`src/rtl/register_dump_unit.sv`:
```
// Walks the register file debug port from index 0 to NREGS-1 and streams every
// register out as bytes, MSB byte first, over a valid/ready transmit port.
module register_dump_unit #(
  parameter int NBITS = 32,
  parameter int NREGS = 32
) (
  input  logic             i_clk,
  input  logic             i_rst,
  input  logic             i_start,
  output logic [4:0]       o_dbg_reg_sel,
  input  logic [NBITS-1:0] i_dbg_reg_data,
  output logic [7:0]       o_tx_data,
  output logic             o_tx_valid,
  input  logic             i_tx_ready,
  output logic             o_busy,
  output logic             o_done,
  output logic [2:0]       o_dbg_state
);

  localparam logic [2:0] IDLE   = 3'd0;
  localparam logic [2:0] SELECT = 3'd1;
  localparam logic [2:0] LATCH  = 3'd2;
  localparam logic [2:0] SEND   = 3'd3;
  localparam logic [2:0] DONE   = 3'd4;

  localparam int         NBYTES    = NBITS / 8;
  localparam logic [7:0] BYTE_LAST = 8'(NBYTES - 1);
  localparam logic [4:0] IDX_LAST  = 5'(NREGS - 1);

  logic [2:0]       state_q, state_d;
  logic [4:0]       idx_q, idx_d;
  logic [7:0]       bcnt_q, bcnt_d;
  logic [NBITS-1:0] shift_q, shift_d;

  // Transmit handshake: a byte moves on a rising edge where o_tx_valid and
  // i_tx_ready are both high; while valid is high and ready low, o_tx_data
  // holds because the shift register only advances on a transfer.
  always_comb begin
    state_d = state_q;
    idx_d   = idx_q;
    bcnt_d  = bcnt_q;
    shift_d = shift_q;
    case (state_q)
      IDLE: begin
        if (i_start) begin
          state_d = SELECT;
          idx_d   = '0;
        end
      end
      SELECT: state_d = LATCH;
      LATCH: begin
        shift_d = i_dbg_reg_data;
        bcnt_d  = '0;
        state_d = SEND;
      end
      SEND: begin
        if (i_tx_ready) begin
          shift_d = shift_q << 8;
          bcnt_d  = bcnt_q + 8'd1;
          if (bcnt_q == BYTE_LAST) begin
            if (idx_q == IDX_LAST) begin
              state_d = DONE;
            end else begin
              idx_d   = idx_q + 5'd1;
              state_d = SELECT;
            end
          end
        end
      end
      DONE:    state_d = IDLE;
      default: state_d = IDLE;
    endcase
  end

  always_ff @(posedge i_clk or posedge i_rst) begin
    if (i_rst) begin
      state_q <= IDLE;
      idx_q   <= '0;
      bcnt_q  <= '0;
      shift_q <= '0;
    end else begin
      state_q <= state_d;
      idx_q   <= idx_d;
      bcnt_q  <= bcnt_d;
      shift_q <= shift_d;
    end
  end

  // Outputs decode straight from state so reset clears them without a clock.
  assign o_dbg_reg_sel = idx_q;
  assign o_tx_data     = shift_q[NBITS-1 -: 8];
  assign o_tx_valid    = (state_q == SEND);
  assign o_busy        = (state_q != IDLE);
  assign o_done        = (state_q == DONE);
  assign o_dbg_state   = state_q;

endmodule

```
`config.mk`:
```
export PLATFORM = sky130hd
export DESIGN_NAME = register_dump_unit
export DESIGN_NICKNAME = d
export VERILOG_FILES = /design/src/rtl/register_dump_unit.sv
export SDC_FILE = /design/constraint.sdc
export NUM_CORES = 1
export LEC_CHECK = 0
export BUFFER_PORTS_ARGS = -buffer_cell sky130_fd_sc_hd__clkbuf_2
export CORE_AREA = 2 2 80 82
export CTS_BUF_LIST = sky130_fd_sc_hd__clkbuf_2 sky130_fd_sc_hd__clkbuf_4 sky130_fd_sc_hd__clkbuf_8
export DETAILED_ROUTE_END_ITERATION = 10
export DIE_AREA = 0 0 82 84
export GPL_ROUTABILITY_DRIVEN = 0
export SLEW_MARGIN = 30
export SYNTH_ARGS = -nofsm -noshare
export SYNTH_HDL_FRONTEND = slang
export SYNTH_SLANG_ARGS = --single-unit
```
`constraint.sdc`:
```
create_clock -name i_clk -period 2 [get_ports i_clk]
set_clock_uncertainty 0.05 [all_clocks]
set_input_delay 0.2 -clock i_clk [delete_from_list [all_inputs] [get_ports i_clk]]
set_output_delay 0.2 -clock i_clk [all_outputs]
set_load 0.05 [all_outputs]
```
==> metrics <==
status finished, final reports clean; wire length of the first global-routing pass 7740 um; Finished Cell Area 2800 um2; startpoint types flip-flop; Final Hold Fails 0; Synth Instances 219; Seq/Total Area, Yosys 51.8%; fin. max-slew vios 0; TritonCTS clock tree built; # resized after CTS 0; Placed Instance Area 2660 um2; Max Fanout on Critical Path 6; Post-DRT Antenna Nets 0; total of max-cap violations 0; largest net degree at the start of global routing 49; vias 1692; #FFs+latches synth 48; Least-Margin Pin Slew 0.416 ns; total track usage 14.4%; post-CTS setup buffer count 0; Fin Hold WS 0.0559 ns; drt first pass iters 4; Slowest-stage cell, CP or4_4; unrepaired setup endpoints after global routing no; Mapped Area 2320 um2; Routed wire per std cell 13.1 um; H-Tree Depth 2; Worst slew margin 72.0%; worst path bufs/invs 0; delay-heaviest family, CP simple AND/OR/NAND/NOR gates; CP Class flip-flop to flip-flop; nets 310; f_max 542 MHz; WP data arrival 1.97 ns; total gr overflow 0; Syn Nets 258; ANT cells 0; post-DP HPWL 3360 um; maximum clock path buffer count 2; asr flop ratio synth 100%; CTS root buffer clkbuf_8; Post-Syn Area per Cell 10.6 um2; min-delay worst type input port to flip-flop; DRT iter0 DRCs 82; Unique masters post-synth 37; Core Region 6100 um2; Critical Path RT 2.13 ns; Reg clk slew, reported paths 0.09 ns; # IOs 55; Skew-Pair Late Insertion Delay 0.30 ns; area growth from synthesis to layout 20.6%; Tot Pwr 3.58 mW; initial antenna violation count 0; YS warnings 0; drt drc 0; height of the chip 84 um; slowest stage delay, CP 0.57 ns; DR vias/cell 4.86; # setup viols final 0; Critical Path End Type flip-flop; Post-synth EDFFs 0; clock sink count 48; vias in the first global route 1661; CTS buffer count 5; # port buffers 54; DRT Wirelength 4570 um; Tmin final 1.84 ns; fillers 629; share of cells above drive strength 1 31.0%; Final period util 92.2%; Cell Chain, Critical Path or4_4 -> nor4_4 -> nand2_2 -> mux2i_1; Lkg Pwr 1.29 nW; Starting Density 38.1%; Die Area 6890 um2; Peak VDD IR 0.501 mV; total negative slack 0 ns; Post-synth top flop dfrtp_1; Site Rows 29; Die X 82 um; pwr/cell area 1280 nW/um2
## sequential cells by signal (all words and copies together), names as in the netlist
name           cells
o_dbg_state        3
o_dbg_reg_sel      5
shift_q           32
bcnt_q             8
## final timing paths
kind	depth (start not counted)	startpoint	endpoint	slack (ns)
worst min register to register	2	shift_q[20]	shift_q[20]	0.43
max in group asynchronous	4	i_rst	bcnt_q[4]	1.26
worst max register to register	4	bcnt_q[2]	o_dbg_reg_sel[2]	0.16
worst max-delay path	4	bcnt_q[2]	o_dbg_reg_sel[2]	0.16
min in group asynchronous	4	i_rst	o_dbg_reg_sel[3]	0.42
worst min-delay path	2	i_dbg_reg_data[6]	shift_q[6]	0.06
## cells by family (layout without fill, tap and decap cells)
group | count (synthesis) | in the layout | share of synthesized area [%]
flops | 48 | 48 | 51.8
fa+ha+maj | 3 | 3 | 1.62
simple gates | 69 | 69 | 15.7
mux | 27 | 27 | 11.7
compound gates | 44 | 44 | 11.6
buf+inv | 24 | 76 | 6.09
xor+xnor | 4 | 4 | 1.51
## power by group
part	switching, mW	leakage [nW]	internal [mW]
Combinational	0.805	0.587	0.487
Sequential	0.210	0.636	1.27
Clock	0.316	0.0642	0.492
## stage by stage
stage	utilization (%)	cells	worst slack, ns
4_1_cts	45.9	348	0.0674
3_5_place_dp	43.6	340	0.0782
3_3_place_gp	43.6	340	0.115
5_1_grt	45.9	348	0.0520
2_1_floorplan	-	219	-0.000973
6_report	45.9	348	0.157
## cells in the final DEF (no fill, tap or decap), types with 2 or more instances in the layout
master and count:
nor2_1 7, dfrtp_1 46, o31ai_1 2, nand2_1 36, o21ai_0 26, ha_1 3, a22o_1 9, a21oi_1 2
xor2_1 4, o21bai_1 2, mux2i_1 26, nand2_2 2, nand4_1 4, bufinv_16 2, inv_1 2, a31oi_1 2
clkbuf_2 54, and3_1 2, nand3_1 2, clkbuf_8 5, nor2b_1 2, or4_1 2, dfrtp_2 2, buf_4 10
## synthesized netlist by cell type, types with 3 or more instances
library cell  number  area share [%]
a22o_1             9             3.4
buf_2              5             1.1
buf_4             10             3.2
clkbuf_1           5            0.81
dfrtp_1           48              52
ha_1               3             1.6
inv_1              3            0.49
mux2i_1           26              11
nand2_1           36             5.8
nand4_1            4             1.1
nor2_1             7             1.1
o21ai_0           26             5.6
xor2_1             4             1.5
## layer usage
metal | track usage, % | share of wire [%]
met2 | 21.8 | 46
met1 | 20.6 | 49
met3 | 3.25 | 3.6
met5 | 0 | 0
met4 | 4.09 | 1.3
## cell type report
class	instances	area, um2	share of cell area, %
clock buffer	5	68.8	2.46
tap	77	96.3	3.44
clock inverter	2	60.1	2.15
multi-input combinational	147	982	35.1
inverter	3	11.3	0.403
timing repair buffer	66	375	13.4
sequential	48	1200	43.0
## what timing repair did
action	in CTS	in global routing
hold endpoints to repair	48	0
hold buffers	1	0
endpoints found under the setup margin	0	3
Power figures use the tool's default switching activity.
